--- src/rtl/mem_access_ctrl.sv ---
// Byte-serial load/store sequencer for a byte-wide synchronous RAM.
// Big-endian byte order, one RAM byte per cycle, single-cycle response.
module mem_access_ctrl #(
   parameter int ADDR_W      = 6,
   parameter bit ALIGN_CHECK = 1'b1
) (
   input  logic              clock,
   input  logic              reset,
   input  logic              req_valid,
   output logic              req_ready,
   input  logic              req_write,
   input  logic [1:0]        req_length,
   input  logic              req_signed,
   input  logic [31:0]       req_addr,
   input  logic [31:0]       req_wdata,
   output logic              resp_valid,
   output logic [31:0]       resp_rdata,
   output logic              resp_err,
   output logic              mem_en,
   output logic              mem_we,
   output logic [ADDR_W-1:0] mem_addr,
   output logic [7:0]        mem_wbyte,
   input  logic [7:0]        mem_rbyte
);

   typedef enum logic [1:0] {
      IDLE,
      ACCESS,
      DRAIN,
      RESP
   } state_t;

   state_t state_q, state_d;
   logic [1:0] k_q, k_d;
   logic [1:0] last_k;

   logic              w_q;
   logic [1:0]        len_q;
   logic              sgn_q;
   logic [ADDR_W-1:0] addr_q;
   logic [31:0]       wd_q;
   logic [31:0]       asm_q;
   logic              err_q;

   logic        accept;
   logic        hi_bits;
   logic        misalign;
   logic        req_err;
   logic [31:0] wd_just;
   logic [31:0] result;

   assign req_ready = (state_q == IDLE) && !reset;
   assign accept    = req_valid && req_ready;

   // Upper address bits must be zero; RAM only decodes ADDR_W bits.
   assign hi_bits  = (req_addr >> ADDR_W) != 32'd0;
   assign misalign = ALIGN_CHECK &&
                     (((req_length == 2'b10) && req_addr[0]) ||
                      ((req_length == 2'b11) && (req_addr[1:0] != 2'b00)));
   assign req_err  = (req_length == 2'b00) || hi_bits || misalign;

   // Left-justify store data so byte k is always the top byte after k shifts.
   always_comb begin
      wd_just = req_wdata;
      unique case (req_length)
         2'b01:   wd_just = {req_wdata[7:0], 24'h0};
         2'b10:   wd_just = {req_wdata[15:0], 16'h0};
         default: wd_just = req_wdata;
      endcase
   end

   // Final counter value for the captured access length.
   always_comb begin
      last_k = 2'd0;
      unique case (len_q)
         2'b10:   last_k = 2'd1;
         2'b11:   last_k = 2'd3;
         default: last_k = 2'd0;
      endcase
   end

   // Extend the assembled load value to 32 bits.
   always_comb begin
      result = asm_q;
      unique case (len_q)
         2'b01:   result = {{24{sgn_q & asm_q[7]}}, asm_q[7:0]};
         2'b10:   result = {{16{sgn_q & asm_q[15]}}, asm_q[15:0]};
         default: result = asm_q;
      endcase
   end

   // State register and byte counter.
   always_ff @(posedge clock) begin
      if (reset) begin
         state_q <= IDLE;
         k_q     <= 2'd0;
      end else begin
         state_q <= state_d;
         k_q     <= k_d;
      end
   end

   // Next-state logic and outputs decoded from registered state only.
   always_comb begin
      state_d    = state_q;
      k_d        = k_q;
      mem_en     = 1'b0;
      mem_we     = 1'b0;
      mem_addr   = '0;
      mem_wbyte  = 8'h00;
      resp_valid = 1'b0;
      resp_err   = 1'b0;
      resp_rdata = 32'h0;
      unique case (state_q)
         IDLE: begin
            if (accept) begin
               state_d = req_err ? RESP : ACCESS;
               k_d     = 2'd0;
            end
         end
         ACCESS: begin
            mem_en    = 1'b1;
            mem_we    = w_q;
            mem_addr  = addr_q + ADDR_W'(k_q);
            mem_wbyte = w_q ? wd_q[31:24] : 8'h00;
            if (k_q == last_k) begin
               state_d = w_q ? RESP : DRAIN;
               k_d     = 2'd0;
            end else begin
               k_d = k_q + 2'd1;
            end
         end
         DRAIN: begin
            state_d = RESP;
         end
         RESP: begin
            resp_valid = 1'b1;
            resp_err   = err_q;
            resp_rdata = (err_q || w_q) ? 32'h0 : result;
            state_d    = IDLE;
         end
         default: begin
            state_d = IDLE;
         end
      endcase
   end

   // Request capture, store-data shifting and load assembly.
   always_ff @(posedge clock) begin
      if (reset) begin
         w_q    <= 1'b0;
         len_q  <= 2'b00;
         sgn_q  <= 1'b0;
         addr_q <= '0;
         wd_q   <= 32'h0;
         asm_q  <= 32'h0;
         err_q  <= 1'b0;
      end else if (accept) begin
         w_q    <= req_write;
         len_q  <= req_length;
         sgn_q  <= req_signed;
         addr_q <= req_addr[ADDR_W-1:0];
         wd_q   <= wd_just;
         asm_q  <= 32'h0;
         err_q  <= req_err;
      end else begin
         if ((state_q == ACCESS) && w_q)
            wd_q <= {wd_q[23:0], 8'h00};
         if (!w_q && (((state_q == ACCESS) && (k_q != 2'd0)) ||
                      (state_q == DRAIN)))
            asm_q <= {asm_q[23:0], mem_rbyte};
      end
   end

endmodule
--- config.mk ---
export PLATFORM = sky130hd
export DESIGN_NAME = mem_access_ctrl
export DESIGN_NICKNAME = d
export VERILOG_FILES = /design/src/rtl/mem_access_ctrl.sv
export SDC_FILE = /design/constraint.sdc
export NUM_CORES = 1
export LEC_CHECK = 0
export ABC_CLOCK_PERIOD_IN_PS = 2000
export CELL_PAD_IN_SITES_DETAIL_PLACEMENT = 1
export CELL_PAD_IN_SITES_GLOBAL_PLACEMENT = 1
export CORE_MARGIN = 2
export CORE_UTILIZATION = 31
export CTS_BUF_LIST = sky130_fd_sc_hd__clkbuf_4 sky130_fd_sc_hd__clkbuf_8 sky130_fd_sc_hd__clkbuf_16
export DETAILED_ROUTE_END_ITERATION = 7
export GPL_TIMING_DRIVEN = 0
export PLACE_DENSITY = 0.88
export SYNTH_ARGS = -nofsm -noshare
export SYNTH_HDL_FRONTEND = slang
export SYNTH_SLANG_ARGS = --single-unit
--- constraint.sdc ---
create_clock -name clock -period 2 [get_ports clock]
set_clock_uncertainty 0.05 [all_clocks]
set_input_delay 0.5 -clock clock [delete_from_list [all_inputs] [get_ports clock]]
set_output_delay 0.5 -clock clock [all_outputs]
set_load 0.02 [all_outputs]
==> results of run 1 <==
==> routing by layer <==
| metal | track usage (%) | up-vias | wire length [µm] | share of wire [%] |
|---|---|---|---|---|
| li1 | - | 2201 | - | - |
| met1 | 25.8 | 2374 | 7360 | 38 |
| met2 | 42.6 | 223 | 10300 | 53 |
| met3 | 4.10 | 49 | 1090 | 5.6 |
| met4 | 7.56 | 0 | 663 | 3.4 |
| met5 | 0 | - | 0 | 0 |
==> power groups by stage <==
stage,logic (µW),clock network [µW],registers [µW]
final,3150,1550,2020
after global routing,3310,1640,2030
after CTS,2440,1530,1990
after detailed placement,1990,0,1990
after global placement,1910,0,1970
after floorplan,1330,0,1940
==> what timing repair did <==
item,4_1_cts,5_1_grt
setup endpoints to repair,79,68
resized for setup,331,107
gates cloned,2,3
pin swaps,14,31
setup buffers,23,19
==> cells by family (layout without fill, tap and decap cells) <==
family	count (synthesis)	after routing
compound gates	132	132
flops	79	79
xor+xnor	5	5
simple gates	222	222
buf+inv	67	253
mux	8	8
fa+ha+maj	16	16
==> sequential cells by signal (all words and copies together), names as in the netlist <==
signal	cells
len_q	2
err_q	1
addr_q	6
state_q	2
sgn_q	1
w_q	1
k_q	2
wd_q	32
asm_q	32
==> final cells by class <==
| type | instances | area (µm²) |
|---|---|---|
| buffer | 35 | 298 |
| clock buffer | 10 | 239 |
| clock inverter | 5 | 33.8 |
| fill | 1507 | 6110 |
| inverter | 27 | 119 |
| multi-input combinational | 383 | 2910 |
| sequential | 79 | 1610 |
| tap | 176 | 220 |
| timing repair buffer | 176 | 1750 |
==> worst max-delay path: stages, from the launching register on <==
cell and delay [ns]:
dfxtp_4 0.37, inv_4 0.06, ha_4 0.14, a22o_1 0.16
a21oi_2 0.05, or2_4 0.30, buf_16 0.17, a21oi_4 0.12
buf_6 0.13
==> cells in the final DEF (no fill, tap or decap), types with 9 or more instances in the layout <==
master / count
nand2_1: 120
clkdlybuf4s50_1: 76
dfxtp_1: 70
buf_6: 56
buf_4: 36
a21oi_1: 29
inv_1: 22
a21oi_4: 18
buf_2: 16
nor2_1: 16
a311oi_1: 15
clkbuf_16: 12
a21oi_2: 12
o21ai_0: 12
nand3b_1: 9
==> final timing paths <==
kind	from	end	slack, ns
max	len_q[1]$_SDFFE_PP0P_	resp_rdata[22]	-0.40
min	asm_q[31]$_SDFFE_PP0P_	asm_q[31]$_SDFFE_PP0P_	0.41
max reg2reg	state_q[1]$_SDFFE_PP0P_	asm_q[8]$_SDFFE_PP0P_	-0.19
min reg2reg	asm_q[31]$_SDFFE_PP0P_	asm_q[31]$_SDFFE_PP0P_	0.41
==> per-stage QoR <==
step	TNS [ns]	setup slack [ns]	util (%)	cell area, µm²	hold slack (ns)
after floorplan	-1.75	-0.125	-	4370	0.386
after global placement	-43.88	-0.816	44.2	5880	0.394
after detailed placement	-51.47	-0.902	44.2	5880	0.404
after CTS	-9.72	-0.396	49.6	6600	0.412
after global routing	-18.73	-0.452	54.0	7180	0.434
final	-14.30	-0.405	54.0	7180	0.414
==> results.json, run 1 <==
{
  "drv_cap": 0,
  "synth.top_cell.area_share_pct": 37.5,
  "cts_root_buffer": "clkbuf_16",
  "vias_per_cell": 5.44,
  "syn_nets": 624,
  "num_rows": 42,
  "leakage_uw": 0.00274,
  "vias": 4847,
  "coreArea_um2": 13300,
  "async_reset_ff_share_pct": 0,
  "synth.most_common_cell": "nand2_1",
  "grt.total_usage_pct": 22.7,
  "htree_levels": 3,
  "synth_top_area_cell": "dfxtp_1",
  "swShare_pct": 38.8,
  "arrival_ns": 1.85,
  "ys_seq_elements": 79,
  "synth_fa_ha_area_share_pct": 4.92,
  "period_minus_slack_ns": 2.40,
  "violations": "negative setup slack",
  "setup_viol": 81,
  "pwr-share-seq_pct": 30.0,
  "ys.flop_type": "dfxtp_1",
  "ys_types": 56,
  "post_route_cells_drive_above_1_share_pct": 36.4,
  "cts_sinks": 79,
  "muxShareOfSynthArea_pct": 1.90,
  "grt_pass1_wl_um": 25900,
  "wl_um": 19400,
  "die-area_um2": 14600,
  "drc": 0,
  "ctsHoldBuffers": 0,
  "synth_seq_area_share_pct": 37.5,
  "hold_depth": 2,
  "cp_data_required_time_ns": 1.45,
  "dp.cells": 834,
  "worstMarginPinSlew_ns": 0.583,
  "worst_slack_ns": -0.405,
  "gr-total-overflow": 0,
  "stdcell_count": 891,
  "synth-edff-count": 0,
  "synth.cells.most_frequent": "nand2_1, dfxtp_1, a21oi_1",
  "crit_fanout": 7,
  "area.growth.synth_to_final_pct": 70.1,
  "cp-start-kind": "flop",
  "power.density_nw_per_um2": 936,
  "power_uw": 6720,
  "wl_per_cell_um": 21.8,
  "power_frac_comb_pct": 46.9,
  "synth_compound_area_share_pct": 21.7,
  "synth.avg_cell_area_um2": 7.98,
  "grt_pass1_vias": 5047,
  "yosys.area_share.xor_xnor_pct": 1.04,
  "timing.fmax_mhz": 416,
  "start_util_pct": 31.8,
  "dr.pass1.iters": 4,
  "synthTopCellsByArea": "dfxtp_1, nand2_1, a21oi_1",
  "gp_congestion": 0.878,
  "numPortBuffers": 129,
  "grt_max_degree": 14,
  "critPathKind": "flop to output pin",
  "yosys_warnings": 0,
  "layout.nets": 806,
  "clock_path_buffers": 2,
  "synth_area_um2": 4220,
  "die_w_um": 121,
  "status": "finished, violations left",
  "p_int_uw": 4110,
  "reg2regPathDepth": 11,
  "end_kind": "output pin",
  "clk_pin_slew_worst_paths_ns": 0.06,
  "antenna_left": 0,
  "synth_top_family_by_area": "simple AND/OR/NAND/NOR gates",
  "ir_worst_vdd_mv": 0.478,
  "antenna_found_initial": 0,
  "syn_inst": 529,
  "drt_iter0_drc": 287,
  "period_share_pct": 120,
  "io_pins": 130,
  "die_h_um": 121,
  "p_sw_uw": 2610,
  "cts_tree": "yes",
  "cts_buffers": 9,
  "dp_hpwl_um": 11300,
  "p_clk_share_pct": 23.1,
  "report.final.hold_viol_count": 0,
  "final_max_slew_viol_count": 0,
  "synthSimpleGateAreaFrac_pct": 24.9,
  "slew_headroom_pct": 61.1,
  "clkLatencyLatePin_ns": 0.35,
  "diodes": 0,
  "rsz0062_at_grt": "yes",
  "hold_class": "flop to flop"
}
Power figures use the tool's default switching activity.
==> inputs of run 2 (changes only) <==
Settings changed: CTS_CLUSTER_SIZE from default to 28.
==> results of run 2 <==
No change in the layout: final DEF, timing and power equal those of run 1.
==> inputs of run 3 (changes only) <==
Settings changed: CELL_PAD_IN_SITES_DETAIL_PLACEMENT 1 to 0.
==> run 3 against run 2 <==
Core utilization decreased by 1.3 points. Routed wire length fell by 29%. The flow still finishes with violations (negative setup slack). Clock power up 22%. Critical path depth down 1. Power down 2.4%. Highest routed layer unchanged. Cell area down 2.5%. Die area stayed put. Register-to-register slack better by 0.17 ns. Count of clock-buffer cells in the layout fell by 1.
==> results.json, run 3 (synthesis gave the netlist of run 1 again) <==
{
  "antenna_left": 0,
  "drv_cap": 0,
  "worst_path_max_delay_cell": "dfxtp_4",
  "post_route_cells_drive_above_1_share_pct": 31.0,
  "dr.pass1.iters": 4,
  "antenna_found_initial": 0,
  "gr-total-overflow": 0,
  "violations": "negative setup slack",
  "die_w_um": 121,
  "period_minus_slack_ns": 2.38,
  "mostFrequentLayoutCells": "nand2_1, clkdlybuf4s50_1, dfxtp_1, buf_6, a21oi_1",
  "p_int_uw": 4290,
  "io_pins": 130,
  "wl_um": 13700,
  "worst_slack_ns": -0.378,
  "p_sw_uw": 2270,
  "cp_data_required_time_ns": 1.45,
  "vias": 4412,
  "critPathMaxStageDelay_ns": 0.38,
  "p_clk_share_pct": 28.9,
  "coreArea_um2": 13300,
  "stdcell_count": 880,
  "reg.largest.list": "asm_q x32, wd_q x32, addr_q x6",
  "clock_path_buffers": 2,
  "leakage_uw": 0.00265,
  "grt_pass1_vias": 4268,
  "num_rows": 42,
  "worstMarginPinSlew_ns": 0.528,
  "htree_levels": 3,
  "drc": 0,
  "cp-start-kind": "flop",
  "layout.nets": 794,
  "period_share_pct": 119,
  "report.final.hold_viol_count": 0,
  "cts_root_buffer": "clkbuf_16",
  "dp_hpwl_um": 9930,
  "grt_pass1_wl_um": 20600,
  "cp_common_cell": "buf_6",
  "gp_congestion": 0.878,
  "drt_iter0_drc": 291,
  "fin_util_pct": 52.7,
  "mostFrequentLayoutCell": "nand2_1",
  "ctsHoldBuffers": 0,
  "numPortBuffers": 129,
  "swShare_pct": 34.6,
  "end_kind": "output pin",
  "critPathKind": "flop to output pin",
  "grt.total_usage_pct": 17.7,
  "status": "finished, violations left",
  "hold_class": "flop to flop",
  "rsz0062_at_grt": "yes",
  "arrival_ns": 1.83,
  "cts_buffers": 9,
  "vias_per_cell": 5.01,
  "power.density_nw_per_um2": 936,
  "power_frac_comb_pct": 40.9,
  "cts_sinks": 79,
  "final_max_slew_viol_count": 0,
  "dp.cells": 834,
  "die-area_um2": 14600,
  "clkLatencyLatePin_ns": 0.34,
  "setup_viol": 57,
  "path_cells": "inv_4, ha_4, buf_6, nand4b_1, buf_6, a21oi_4, buf_6",
  "die_h_um": 121,
  "crit_fanout": 8,
  "grt_max_degree": 15,
  "area.growth.synth_to_final_pct": 65.9,
  "pwr-share-seq_pct": 30.2,
  "clk_pin_slew_worst_paths_ns": 0.06,
  "start_util_pct": 31.8,
  "slew_headroom_pct": 64.5,
  "diodes": 0,
  "cts_tree": "yes",
  "timing.fmax_mhz": 420,
  "ir_worst_vdd_mv": 0.464,
  "wl_per_cell_um": 15.6
}
==> run 3: metal layers <==
layer / routed length, µm / part of all wire, % / global-route usage (%)
met5: 0 / 0 / 0
met4: 140 / 1.0 / 4.58
met3: 883 / 6.4 / 3.92
met2: 6790 / 49 / 30.5
met1: 5920 / 43 / 22.3
==> run 3: worst max-delay path: cells and delay by family, from the launching register on <==
kind / cells / cell delay, ns
adders and majority gates: 1 / 0.25
AOI/OAI and AO/OA: 1 / 0.18
DFF: 1 / 0.38
and+or+nand+nor: 1 / 0.19
buffers and inverters: 4 / 0.49
==> run 3: final cells by class <==
type | count | area [µm²]
Clock buffer | 9 | 225
Multi-Input combinational cell | 383 | 2750
Timing Repair Buffer | 163 | 1690
Fill cell | 1222 | 6290
Buffer | 36 | 267
Inverter | 27 | 119
Clock inverter | 7 | 120
Sequential cell | 79 | 1610
Tap cell | 176 | 220
==> run 3: worst paths after layout <==
path         slack (ns)                    start  cells past startpoint                     end
max reg2reg       -0.02  state_q[1]$_SDFFE_PP0P_                     11   asm_q[3]$_SDFFE_PP0P_
min reg2reg        0.41   asm_q[24]$_SDFFE_PP0P_                      2  asm_q[24]$_SDFFE_PP0P_
max               -0.38    len_q[0]$_SDFFE_PP0P_                      7          resp_rdata[13]
min                0.41   asm_q[24]$_SDFFE_PP0P_                      2  asm_q[24]$_SDFFE_PP0P_
==> run 3: power groups by stage <==
stage / sequential (µW) / clock (µW) / combinational, µW
final: 1980 / 1890 / 2680
after global routing: 2010 / 2000 / 2860
after CTS: 1960 / 1920 / 2270
after detailed placement: 1980 / 0 / 1950
after global placement: 1970 / 0 / 1910
after floorplan: 1940 / 0 / 1330
==> run 3: repair_timing <==
item | 4_1_cts | 5_1_grt
pin swaps | 13 | 10
setup buffers | 15 | 17
endpoints found under the setup margin | 76 | 51
gates resized for setup | 312 | 90
cloned | 1 | 1
==> run 3: per-stage QoR <==
step / setup TNS, ns / setup WS (ns) / instance area (µm²) / hold slack (ns) / power (µW)
4_1_cts: -11.79 / -0.448 / 6520 / 0.410 / 6160
5_1_grt: -15.16 / -0.428 / 7000 / 0.432 / 6870
3_3_place_gp: -43.88 / -0.816 / 5880 / 0.394 / 3880
3_5_place_dp: -46.77 / -0.855 / 5880 / 0.402 / 3930
6_report: -10.46 / -0.378 / 7000 / 0.408 / 6560
2_1_floorplan: -1.75 / -0.125 / 4370 / 0.386 / 3260
